**src/rtl/tensor_stage_buffer_if.sv**
```systemverilog
// Bus bundle between the DMA / compute array and tensor_stage_buffer.
// master drives strobes and write data; slave is the staging buffer.
interface tensor_stage_buffer_if #(
    parameter int DATAWIDTH  = 8,
    parameter int DEPTH_LOG2 = 4
);
    logic [DATAWIDTH-1:0]  mem_rdata;
    logic                  tensor_wen;
    logic                  tensor_ren;
    logic [1:0]            set;
    logic                  finished_transfer;
    logic                  a_rd_en;
    logic                  b_rd_en;
    logic [DATAWIDTH-1:0]  a_rdata;
    logic [DATAWIDTH-1:0]  b_rdata;
    logic                  a_rvalid;
    logic                  b_rvalid;
    logic                  x_wr_en;
    logic [DATAWIDTH-1:0]  x_wdata;
    logic [DATAWIDTH-1:0]  mem_wdata;
    logic                  mem_wen;
    logic                  ab_done;
    logic                  ab_ready;
    logic [DEPTH_LOG2:0]   a_count;
    logic [DEPTH_LOG2:0]   b_count;
    logic [DEPTH_LOG2:0]   x_count;
    logic                  a_full;
    logic                  b_full;
    logic                  x_full;
    logic                  a_empty;
    logic                  b_empty;
    logic                  x_empty;
    logic [2:0]            err;

    modport slave (
        input  mem_rdata, tensor_wen, tensor_ren, set,
        input  finished_transfer, a_rd_en, b_rd_en,
        input  x_wr_en, x_wdata, ab_done,
        output a_rdata, b_rdata, a_rvalid, b_rvalid,
        output mem_wdata, mem_wen, ab_ready,
        output a_count, b_count, x_count,
        output a_full, b_full, x_full,
        output a_empty, b_empty, x_empty, err
    );

    modport master (
        output mem_rdata, tensor_wen, tensor_ren, set,
        output finished_transfer, a_rd_en, b_rd_en,
        output x_wr_en, x_wdata, ab_done,
        input  a_rdata, b_rdata, a_rvalid, b_rvalid,
        input  mem_wdata, mem_wen, ab_ready,
        input  a_count, b_count, x_count,
        input  a_full, b_full, x_full,
        input  a_empty, b_empty, x_empty, err
    );
endinterface

```
**src/rtl/tensor_stage_buffer.sv**
```systemverilog
// Operand FIFOs A/B and result FIFO X between DMA and compute array.
// Optional TSB_OVF_CHECK_EN adds sticky overflow/underflow flags on err.
module tensor_stage_buffer #(
    parameter int DATAWIDTH  = 8,
    parameter int DEPTH_LOG2 = 4
) (
    input  logic                  clk,
    input  logic                  rst,
    tensor_stage_buffer_if.slave  bus
);
    localparam int DEPTH = 1 << DEPTH_LOG2;
    localparam int CW    = DEPTH_LOG2 + 1;

    typedef logic [DATAWIDTH-1:0]  data_t;
    typedef logic [DEPTH_LOG2-1:0] ptr_t;
    typedef logic [CW-1:0]         cnt_t;

    localparam cnt_t FULL = cnt_t'(DEPTH);

    // index 0 = A, 1 = B, 2 = X
    data_t mem_q [3][DEPTH];
    ptr_t  wptr_q [3];
    ptr_t  wptr_d [3];
    ptr_t  rptr_q [3];
    ptr_t  rptr_d [3];
    cnt_t  cnt_q  [3];
    cnt_t  cnt_d  [3];
    data_t wdata  [3];

    logic [2:0] push;
    logic [2:0] pop;
    logic [2:0] push_ok;
    logic [2:0] pop_ok;

    data_t a_rdata_q, b_rdata_q, mem_wdata_q;
    logic  a_rvalid_q, b_rvalid_q, mem_wen_q;
    logic  a_loaded_q, a_loaded_d;
    logic  b_loaded_q, b_loaded_d;
    logic  ab_ready_q;

    always_comb begin
        push[0]  = bus.tensor_wen && (bus.set == 2'd0);
        push[1]  = bus.tensor_wen && (bus.set == 2'd1);
        push[2]  = bus.x_wr_en;
        pop[0]   = bus.a_rd_en;
        pop[1]   = bus.b_rd_en;
        pop[2]   = bus.tensor_ren && (bus.set == 2'd2);
        wdata[0] = bus.mem_rdata;
        wdata[1] = bus.mem_rdata;
        wdata[2] = bus.x_wdata;
        push_ok  = '0;
        pop_ok   = '0;
        for (int i = 0; i < 3; i++) begin
            pop_ok[i]  = pop[i] && (cnt_q[i] != '0);
            // full FIFO takes a push only alongside an accepted pop
            push_ok[i] = push[i] && ((cnt_q[i] != FULL) || pop_ok[i]);
            wptr_d[i]  = wptr_q[i] + ptr_t'(push_ok[i]);
            rptr_d[i]  = rptr_q[i] + ptr_t'(pop_ok[i]);
            cnt_d[i]   = cnt_q[i] + cnt_t'(push_ok[i])
                       - cnt_t'(pop_ok[i]);
        end
    end

    always_comb begin
        a_loaded_d = a_loaded_q;
        b_loaded_d = b_loaded_q;
        if (bus.ab_done) begin
            a_loaded_d = 1'b0;
            b_loaded_d = 1'b0;
        end
        if (bus.finished_transfer && (bus.set == 2'd0))
            a_loaded_d = 1'b1;
        if (bus.finished_transfer && (bus.set == 2'd1))
            b_loaded_d = 1'b1;
    end

    // storage is not reset; occupancy alone defines valid entries
    always_ff @(posedge clk) begin
        for (int i = 0; i < 3; i++)
            if (push_ok[i] && !rst)
                mem_q[i][wptr_q[i]] <= wdata[i];
    end

    always_ff @(posedge clk) begin
        if (rst) begin
            for (int i = 0; i < 3; i++) begin
                wptr_q[i] <= '0;
                rptr_q[i] <= '0;
                cnt_q[i]  <= '0;
            end
            a_rdata_q   <= '0;
            b_rdata_q   <= '0;
            mem_wdata_q <= '0;
            a_rvalid_q  <= 1'b0;
            b_rvalid_q  <= 1'b0;
            mem_wen_q   <= 1'b0;
            a_loaded_q  <= 1'b0;
            b_loaded_q  <= 1'b0;
            ab_ready_q  <= 1'b0;
        end else begin
            for (int i = 0; i < 3; i++) begin
                wptr_q[i] <= wptr_d[i];
                rptr_q[i] <= rptr_d[i];
                cnt_q[i]  <= cnt_d[i];
            end
            a_rvalid_q <= pop_ok[0];
            b_rvalid_q <= pop_ok[1];
            mem_wen_q  <= pop_ok[2];
            if (pop_ok[0])
                a_rdata_q <= mem_q[0][rptr_q[0]];
            if (pop_ok[1])
                b_rdata_q <= mem_q[1][rptr_q[1]];
            if (pop_ok[2])
                mem_wdata_q <= mem_q[2][rptr_q[2]];
            a_loaded_q <= a_loaded_d;
            b_loaded_q <= b_loaded_d;
            ab_ready_q <= a_loaded_d & b_loaded_d;
        end
    end

    assign bus.a_rdata   = a_rdata_q;
    assign bus.b_rdata   = b_rdata_q;
    assign bus.mem_wdata = mem_wdata_q;
    assign bus.a_rvalid  = a_rvalid_q;
    assign bus.b_rvalid  = b_rvalid_q;
    assign bus.mem_wen   = mem_wen_q;
    assign bus.ab_ready  = ab_ready_q;
    assign bus.a_count   = cnt_q[0];
    assign bus.b_count   = cnt_q[1];
    assign bus.x_count   = cnt_q[2];
    assign bus.a_full    = (cnt_q[0] == FULL);
    assign bus.b_full    = (cnt_q[1] == FULL);
    assign bus.x_full    = (cnt_q[2] == FULL);
    assign bus.a_empty   = (cnt_q[0] == '0);
    assign bus.b_empty   = (cnt_q[1] == '0);
    assign bus.x_empty   = (cnt_q[2] == '0);

`ifdef TSB_OVF_CHECK_EN
    logic [2:0] err_q;

    always_ff @(posedge clk) begin
        if (rst)
            err_q <= '0;
        else
            err_q <= err_q | (push & ~push_ok) | (pop & ~pop_ok);
    end

    assign bus.err = err_q;
`else
    assign bus.err = 3'b000;
`endif
endmodule

```
**src/flat_wrapper.sv**
```systemverilog
// flat-port wrapper written by rule: the top's interface ports become plain ports
module tensor_stage_buffer_flat 
#(
    parameter int DATAWIDTH  = 8,
    parameter int DEPTH_LOG2 = 4
)
  (clk, rst, bus_mem_rdata, bus_tensor_wen, bus_tensor_ren, bus_set, bus_finished_transfer, bus_a_rd_en, bus_b_rd_en, bus_x_wr_en, bus_x_wdata, bus_ab_done, bus_a_rdata, bus_b_rdata, bus_a_rvalid, bus_b_rvalid, bus_mem_wdata, bus_mem_wen, bus_ab_ready, bus_a_count, bus_b_count, bus_x_count, bus_a_full, bus_b_full, bus_x_full, bus_a_empty, bus_b_empty, bus_x_empty, bus_err);
  tensor_stage_buffer_if #(.DATAWIDTH(DATAWIDTH), .DEPTH_LOG2(DEPTH_LOG2)) bus_i ();
  input  logic clk;
  input  logic rst;
  input wire logic [$bits(bus_i.mem_rdata)-1:0] bus_mem_rdata;
  input wire logic [$bits(bus_i.tensor_wen)-1:0] bus_tensor_wen;
  input wire logic [$bits(bus_i.tensor_ren)-1:0] bus_tensor_ren;
  input wire logic [$bits(bus_i.set)-1:0] bus_set;
  input wire logic [$bits(bus_i.finished_transfer)-1:0] bus_finished_transfer;
  input wire logic [$bits(bus_i.a_rd_en)-1:0] bus_a_rd_en;
  input wire logic [$bits(bus_i.b_rd_en)-1:0] bus_b_rd_en;
  input wire logic [$bits(bus_i.x_wr_en)-1:0] bus_x_wr_en;
  input wire logic [$bits(bus_i.x_wdata)-1:0] bus_x_wdata;
  input wire logic [$bits(bus_i.ab_done)-1:0] bus_ab_done;
  output wire logic [$bits(bus_i.a_rdata)-1:0] bus_a_rdata;
  output wire logic [$bits(bus_i.b_rdata)-1:0] bus_b_rdata;
  output wire logic [$bits(bus_i.a_rvalid)-1:0] bus_a_rvalid;
  output wire logic [$bits(bus_i.b_rvalid)-1:0] bus_b_rvalid;
  output wire logic [$bits(bus_i.mem_wdata)-1:0] bus_mem_wdata;
  output wire logic [$bits(bus_i.mem_wen)-1:0] bus_mem_wen;
  output wire logic [$bits(bus_i.ab_ready)-1:0] bus_ab_ready;
  output wire logic [$bits(bus_i.a_count)-1:0] bus_a_count;
  output wire logic [$bits(bus_i.b_count)-1:0] bus_b_count;
  output wire logic [$bits(bus_i.x_count)-1:0] bus_x_count;
  output wire logic [$bits(bus_i.a_full)-1:0] bus_a_full;
  output wire logic [$bits(bus_i.b_full)-1:0] bus_b_full;
  output wire logic [$bits(bus_i.x_full)-1:0] bus_x_full;
  output wire logic [$bits(bus_i.a_empty)-1:0] bus_a_empty;
  output wire logic [$bits(bus_i.b_empty)-1:0] bus_b_empty;
  output wire logic [$bits(bus_i.x_empty)-1:0] bus_x_empty;
  output wire logic [$bits(bus_i.err)-1:0] bus_err;
  assign bus_i.mem_rdata = bus_mem_rdata;
  assign bus_i.tensor_wen = bus_tensor_wen;
  assign bus_i.tensor_ren = bus_tensor_ren;
  assign bus_i.set = bus_set;
  assign bus_i.finished_transfer = bus_finished_transfer;
  assign bus_i.a_rd_en = bus_a_rd_en;
  assign bus_i.b_rd_en = bus_b_rd_en;
  assign bus_i.x_wr_en = bus_x_wr_en;
  assign bus_i.x_wdata = bus_x_wdata;
  assign bus_i.ab_done = bus_ab_done;
  assign bus_a_rdata = bus_i.a_rdata;
  assign bus_b_rdata = bus_i.b_rdata;
  assign bus_a_rvalid = bus_i.a_rvalid;
  assign bus_b_rvalid = bus_i.b_rvalid;
  assign bus_mem_wdata = bus_i.mem_wdata;
  assign bus_mem_wen = bus_i.mem_wen;
  assign bus_ab_ready = bus_i.ab_ready;
  assign bus_a_count = bus_i.a_count;
  assign bus_b_count = bus_i.b_count;
  assign bus_x_count = bus_i.x_count;
  assign bus_a_full = bus_i.a_full;
  assign bus_b_full = bus_i.b_full;
  assign bus_x_full = bus_i.x_full;
  assign bus_a_empty = bus_i.a_empty;
  assign bus_b_empty = bus_i.b_empty;
  assign bus_x_empty = bus_i.x_empty;
  assign bus_err = bus_i.err;
  tensor_stage_buffer #(.DATAWIDTH(DATAWIDTH), .DEPTH_LOG2(DEPTH_LOG2)) u_core (.clk(clk), .rst(rst), .bus(bus_i));
endmodule
```
**config.mk**
```make
export PLATFORM = sky130hd
export DESIGN_NAME = tensor_stage_buffer_flat
export DESIGN_NICKNAME = d
export VERILOG_FILES = /design/src/rtl/tensor_stage_buffer_if.sv /design/src/rtl/tensor_stage_buffer.sv /design/src/flat_wrapper.sv
export SDC_FILE = /design/constraint.sdc
export NUM_CORES = 1
export LEC_CHECK = 0
export CAP_MARGIN = 0
export CORE_MARGIN = 3
export CORE_UTILIZATION = 60
export DETAILED_ROUTE_END_ITERATION = 8
export GPL_TIMING_DRIVEN = 0
export PLACE_DENSITY = 0.9
export SLEW_MARGIN = 20
export SYNTH_ARGS = -nofsm -noshare
export SYNTH_HDL_FRONTEND = slang
export SYNTH_SLANG_ARGS = --single-unit
```
**constraint.sdc**
```tcl
create_clock -name clk -period 3.75 [get_ports clk]
set_input_delay 0.9375 -clock clk [delete_from_list [all_inputs] [get_ports clk]]
set_output_delay 0.9375 -clock clk [all_outputs]
set_load 0.01 [all_outputs]
```
==> summary.md, run 1 <==
| Metric | Value |
|---|---|
| Outcome | `finished clean` |
| Area Growth Syn to Fin | `14.6%` |
| Largest net degree at the start of global routing | `33` |
| Mapped Area | `approximately 0.018 mm2` |
| # placed instances | `1418` |
| Io pins | `79` |
| GPL Wtd Cong | `between 0.8 and 0.9` |
| # clock sinks | `453` |
| Post-synth EDFFs | `384` |
| Worst path depth | `4` |
| Overall Power | `11800 uW` |
| Dpl hpwl | `25400 um` |
| Vias in the first global route | `10000` |
| Post-Syn Area per Cell | `between 15 and 20 um2` |
| Cells on Worst Hold Path | `2` |
| Slew Viols, Final | `0` |
| FF-to-FF End | `u_core.cnt_q[0][9]` |
| Most common cell in the synthesized netlist | `edfxtp_1` |
| DRT Pass-1 Iters | `6` |
| Routed wire length on met3 | `roughly 3700 um` |
| Pleak | `0.00654 uW` |
| Cell Pwr Density | `579 mW/mm2` |
| Drt first-iter violations | `about 1200` |
| WL/cell | `about 27 um` |
| Inserted Diodes | `0` |
| Total GRT Usage | `0.260` |
| Async SR Flop Fraction | `0` |
| Yosys top cell by area | `edfxtp_1` |
| Reg2reg setup slack | `590 ps` |
| Util after Layout | `0.704` |
| Critical Path End | `bus_a_full` |
| Yosys warning count | `0` |
| # H-tree levels | `2` |
| Slowest stage delay, CP | `between 700 and 800 ps` |
| Rows | `62` |
| Crit path buf inv count | `2` |
| CP startpoint | `u_core.cnt_q[0][2]` |
| Sequential Power Share | `0.493` |
| Maxcap violations | `0` |
| CP required | `2810 ps` |
| Grt total ovfl | `0` |
| Switching power | `2910 uW` |
| CTS tree | `done` |
| Routed Antenna Nets | `0` |
| CORE AREA | `0.0290 mm2` |
| Non-Filler Instances | `1495` |
| Sequential share of the synthesized area | `0.724` |
| Hold Worst Slack | `roughly 490 ps` |
| Clock network power share | `0.353` |
| Worst setup path class | `register to output pin` |
| Yosys reg bits | `between 400 and 500` |
| Combinational share of power | `0.155` |
| Worst Reg2Reg Path Length in Cells | `14` |
| Hold/Removal Path Class | `register to register` |
| CP Launch Type | `register` |
| Top sig layer | `met4` |
| Switching share of power | `0.246` |
| Crit path max-delay family | `buffers and inverters` |
| Clk Latency, worst-skew pair | `530 ps` |
| Crit-path max FO | `3` |
| Die span in y | `around 180 um` |
| Final period demand of the worst path | `around 3400 ps` |
| Nets | `1136` |
| Overall via count from detail_route | `9602` |
| Die area | `around 0.032 mm2` |
| Fill count | `around 1600` |
| Root Driver | `clkbuf_16` |
| Period utilization | `0.918` |
| CP Cell Sequence | `inv_1 > ha_1 > nor4bb_1 > clkdlybuf4s50_1` |
| Worst R2R Start | `u_core.cnt_q[0][7]` |
| Remaining DRCs | `0` |
| RSZ-0062 raised after global routing | `no` |
| Final wirelength | `approximately 40000 um` |
| Post-synth top area share | `0.647` |
| Peak VDD IR | `approximately 0.45 mV` |
| Synth top cells by count | `384 x edfxtp_1, 96 x mux4_2, 69 x dfxtp_1, 64 x nor2_1, 48 x mux2i_1` |
| Top_reg_cell synth | `edfxtp_1` |
| Yosys cell types | `41` |
| Critical path capture point type | `output pin` |
| First-pass GRT wire length | `about 61000 um` |
| Max frequency | `0.291 GHz` |
| Synth top area cells | `edfxtp_1 65%, mux4_2 12%, dfxtp_1 7.7%` |
| WL met2 | `20300 um` |
| Final Hold Fails | `0` |
| CP arrival | `2500 ps` |
| Vias/cell | `6.42` |
| Max Clock Skew | `13.8 ps` |
| CTS buffer count | `43` |
| Die Wd | `about 180 um` |
| Clk pin slew, worst setup/hold paths | `60 ps` |
| Initial core utilization | `0.615` |
| Setup violations, final | `0` |
| Share of cells above drive strength 1 | `0.173` |
| Power Internal | `8920 uW` |
| CTS Buffer Depth | `3` |
| M1 wire length | `14700 um` |
| Cts hold-fix bufs | `0` |
| Slowest stage cell, crit path | `nor4bb_1` |
| PortBufs | `75` |
| Worst-Margin Slew | `1010 ps` |
| Max_slew headroom | `0.322` |
| Post-Synthesis Cells | `around 960` |
| Initial antenna violation count | `0` |
==> state kept, by name, summed over array words and instances (netlist names) <==
name / count
u_core.mem_q: 384
u_core.bus.mem_wdata: 8
u_core.rptr_q: 12
u_core.bus.b_rdata: 8
u_core.cnt_q: 15
u_core.b_loaded_q: 1
u_core.a_loaded_q: 1
u_core.bus.mem_wen: 1
u_core.bus.a_rvalid: 1
u_core.bus.a_rdata: 8
u_core.bus.b_rvalid: 1
u_core.wptr_q: 12
u_core.bus.ab_ready: 1
==> per-stage QoR <==
step / TNS (ps) / cell area, um2 / worst slack (ps)
floorplan: 0 / 17800 / 560
global placement: -26550 / 19100 / -534
detailed placement: -11940 / 19100 / -603
CTS: 0 / 20500 / 93.9
global route: 0 / 20400 / 133
finish: 0 / 20400 / 308
==> worst min path at each step <==
stage	start	slack, ps	endpoint
2_1_floorplan	u_core.b_loaded_q	440	u_core.b_loaded_q
3_5_place_dp	u_core.b_loaded_q	480	u_core.b_loaded_q
4_1_cts	u_core.b_loaded_q	500	u_core.b_loaded_q
5_1_grt	u_core.a_loaded_q	530	u_core.a_loaded_q
6_report	u_core.b_loaded_q	490	u_core.b_loaded_q
3_3_place_gp	u_core.b_loaded_q	460	u_core.b_loaded_q
==> area by class of cell <==
class | instances | area [um2] | area share
repair buffers | 77 | 726 | 0.0355
flip-flops and latches | 453 | 12900 | 0.632
clock inverters | 14 | 149 | 0.00729
well taps | 384 | 480 | 0.0235
inverters | 37 | 139 | 0.00680
plain buffers | 50 | 226 | 0.0111
clock buffers | 64 | 1180 | 0.0580
multi-input cells | 416 | 4620 | 0.226
==> cell usage in the layout (no fill, tap or decap), drive strengths merged, types with 8 or more instances in the layout <==
cell type,instances
mux4,96
buf,24
mux2i,48
dfxtp,69
nor2,64
xor2,9
clkdlybuf4s50,67
clkbuf,100
xnor2,12
nor2b,18
ha,28
a21oi,8
edfxtp,384
inv,38
clkinv,9
nor3,15
o221ai,24
nand3b,28
==> metal layers <==
metal	vias to the layer above	global-route usage
met2	559	0.437
met1	4899	0.346
met5	-	0
li1	4028	-
met3	116	0.0519
met4	0	0.0864
==> what timing repair did <==
action,4_1_cts,5_1_grt
buffers inserted,0,0
resized for setup,0,1
setup endpoints to repair,1,1
hold endpoints to repair,0,0
==> tightest hold or removal path, stage by stage (launching register included) <==
cell     delay [ps]
dfxtp_1         310
a32oi_1          70
nor2_1           80
==> power by group through the flow <==
| stage | sequential, uW | combinational [uW] | clock, uW |
|---|---|---|---|
| finish | 5830 | 1830 | 4170 |
| detailed placement | 5920 | 1780 | 0 |
| global placement | 5910 | 1700 | 0 |
| floorplan | 5930 | 991 | 0 |
| CTS | 5820 | 1830 | 4200 |
| global route | 5840 | 2000 | 4390 |
==> cells by family (layout without fill, tap and decap cells) <==
group           after synthesis  count (layout)  share of synthesized area
compound gates               43              43                     0.0191
xor+xnor                     21              21                     0.0103
fa+ha+maj                    31              31                     0.0230
buf+inv                      88             242                     0.0207
flops                       453             453                      0.724
mux                         144             144                      0.148
other cells                   1               3                   0.000210
simple gates                174             174                     0.0545
No activity file was read; power rests on OpenSTA's default activity.
==> run 2: changes to the inputs <==
--- a/config.mk
+++ b/config.mk
@@ -8,6 +8,7 @@
 export CAP_MARGIN = 0
 export CORE_MARGIN = 3
 export CORE_UTILIZATION = 60
+export CTS_CLUSTER_SIZE = 25
 export DETAILED_ROUTE_END_ITERATION = 8
 export GPL_TIMING_DRIVEN = 0
 export PLACE_DENSITY = 0.9
==> results of run 2 <==
No change in the layout: final DEF, timing and power equal those of run 1.
==> run 3: changes to the inputs <==
--- a/config.mk
+++ b/config.mk
@@ -10,7 +10,6 @@
 export CORE_UTILIZATION = 60
 export CTS_CLUSTER_SIZE = 25
 export DETAILED_ROUTE_END_ITERATION = 8
-export GPL_TIMING_DRIVEN = 0
 export PLACE_DENSITY = 0.9
 export SLEW_MARGIN = 20
 export SYNTH_ARGS = -nofsm -noshare
==> constraint.sdc (replaced) <==
create_clock -name clk -period 3.6 [get_ports clk]
set_input_delay 0.9 -clock clk [delete_from_list [all_inputs] [get_ports clk]]
set_output_delay 0.9 -clock clk [all_outputs]
set_load 0.01 [all_outputs]
==> run 3 against run 2 <==
Net effect: sequential share of layout area is 1.2 points lower; core utilization is 1.4 points higher; largest cell class unchanged; wire length is 0.86% lower; final cell count is 1.6% higher; combinational power is 2% higher; register-to-register slack worse by 90 ps; critical endpoint is now bus_b_empty; final area is 2.0% higher; largest power group unchanged.
==> summary.md, run 3 (synthesized netlist as in run 1, its figures left out) <==
| Metric | Value |
|---|---|
| Share of cells above drive strength 1 | `0.217` |
| Grt total ovfl | `0` |
| Setup violations, final | `0` |
| Util after Layout | `0.718` |
| Die area | `around 0.032 mm2` |
| Max Clock Skew | `26.9 ps` |
| Setup TNS | `0 ps` |
| Worst Reg2Reg Path Length in Cells | `14` |
| Cts hold-fix bufs | `0` |
| Crit path max-delay family | `buffers and inverters` |
| Slowest stage delay, CP | `560 ps` |
| Routed Antenna Nets | `0` |
| GPL Wtd Cong | `0.809` |
| Drt first-iter violations | `1219` |
| Crit path buf inv count | `3` |
| Final period demand of the worst path | `approximately 3400 ps` |
| Outcome | `finished clean` |
| Worst R2R Start | `u_core.cnt_q[0][7]` |
| Max_slew headroom | `0.257` |
| Root Driver | `clkbuf_16` |
| Inserted Diodes | `0` |
| PortBufs | `between 70 and 80` |
| Slowest stage cell, crit path | `or4b_1` |
| DRT Pass-1 Iters | `7` |
| Peak VDD IR | `0.437 mV` |
| Final Hold Fails | `0` |
| Met2 GRT Util | `0.434` |
| Worst setup path class | `register to output pin` |
| # clock sinks | `roughly 450` |
| Clk Latency, worst-skew pair | `550 ps` |
| Total GRT Usage | `0.256` |
| # H-tree levels | `2` |
| Worst path depth | `5` |
| WL/cell | `around 26 um` |
| GRT busiest layer | `met2` |
| Slew Viols, Final | `0` |
| Post-CTS Setup Bufs | `0` |
| CTS buffer count | `43` |
| CORE AREA | `0.0290 mm2` |
| CP arrival | `between 2000 and 2500 ps` |
| Die span in y | `178 um` |
| Worst-Margin Slew | `1110 ps` |
| CP startpoint | `u_core.cnt_q[0][7]` |
| FF-to-FF End | `u_core.cnt_q[0][9]` |
| Initial antenna violation count | `0` |
| CP Launch Type | `register` |
| Nets | `1159` |
| Io pins | `just under 80` |
| Met3 Resource Use GR | `0.0419` |
| Critical Path End | `bus_b_empty` |
| CP Cell Sequence | `inv_1 > ha_1 > or4b_1 > inv_1 > clkdlybuf4s50_1` |
| Initial core utilization | `0.615` |
| CTS tree | `done` |
| M1 GR Usage | `0.347` |
| Most frequent cells in the layout | `384 x edfxtp_1, 96 x mux4_2, 75 x buf_4, 74 x clkdlybuf4s50_1, 64 x nor2_1` |
| Area Growth Syn to Fin | `16.8%` |
| Period utilization | `0.936` |
| Overall via count from detail_route | `9671` |
| Pleak | `0.00681 uW` |
| Worst path most repeated cell | `inv_1` |
| First-pass GRT wire length | `60700 um` |
| Most common cell after layout, fill and taps aside | `edfxtp_1` |
| Post-cts repair resize count | `0` |
| Maxcap violations | `0` |
| CTS Buffer Depth | `3` |
| Remaining DRCs | `0` |
| Dpl hpwl | `roughly 23000 um` |
| Clk pin slew, worst setup/hold paths | `60 ps` |
| Flip-flop count of the largest register after layout | `384` |
| Max frequency | `0.297 GHz` |
| Die Wd | `178 um` |
| Vias/cell | `6.37` |
| Final wirelength | `39800 um` |
| RSZ-0062 raised after global routing | `no` |
| Vias in the first global route | `~10000` |
| Critical path capture point type | `output pin` |
| CP required | `2700 ps` |
| Reg2reg setup slack | `500 ps` |
| Crit-path max FO | `3` |
| Cell Pwr Density | `604 mW/mm2` |
| Hold/Removal Path Class | `register to register` |
| Rows | `62` |
| Largest net degree at the start of global routing | `between 40 and 50` |
| Hold wc startpoint | `u_core.bus.a_rdata[4]` |
-- run 3: changes by cell type in the layout (fill, tap and decap cells not counted), moves of 2 or more --
cell             delta
buf_2              -11
buf_4              +64
clkbuf_1           -43
clkbuf_8            +2
clkdlybuf4s50_1     +7
clkinvlp_4          +2
dfxtp_1             -6
dfxtp_2             +6
nor3_1             +11
nor3_2             -11
-- run 3: worst min path at each step --
stage / endpoint / cells after the start
after detailed placement: u_core.bus.b_rdata[6] / 2
after CTS: u_core.bus.a_rdata[4] / 2
final: u_core.bus.a_rdata[4] / 2
after global routing: u_core.bus.a_rdata[7] / 2
after global placement: u_core.b_loaded_q / 2
after floorplan: u_core.b_loaded_q / 2
-- run 3: report_power, final --
| group | internal, uW | switching, uW | total, uW |
|---|---|---|---|
| sequential | 5880 | 270 | 6150 |
| clock | 2650 | 1910 | 4560 |
| combinational | 935 | 932 | 1870 |
| total | 9470 | 3110 | 12600 |
-- run 3: layout make-up --
type	count	area, um2
flip-flops and latches	453	12900
clock buffers	60	1210
multi-input cells	416	4560
clock inverters	19	218
inverters	37	139
repair buffers	150	1310
fillers	1591	8180
well taps	384	480
-- run 3: worst register-to-register path, stage by stage, from the launching register on --
cell	delay, ps
dfxtp_1	370
inv_1	130
ha_1	200
or4b_1	560
nand2_1	160
inv_1	80
ha_1	280
inv_1	80
ha_1	170
inv_1	60
fa_1	370
nor2b_1	190
o21bai_1	110
a21oi_1	150
nor3b_1	60
-- run 3: through the flow --
step / setup slack, ps / instance area, um2 / power, uW / hold slack (ps) / std cells
after detailed placement: 69.2 / 19400 / 8040 / 479 / 1440
after floorplan: 410 / 17800 / 7210 / 442 / 957
final: 231 / 20800 / 12600 / 513 / 1519
after global routing: 167 / 20800 / 13000 / 535 / 1519
after CTS: 224 / 20800 / 12600 / 510 / 1519
after global placement: 138 / 19400 / 7920 / 456 / 1440
-- run 3: layer usage --
metal / part of all wire / routed length, um
met4: 0.029 / 1150
met3: 0.085 / 3370
met2: 0.51 / 20100
met1: 0.38 / 15100
met5: 0 / 0
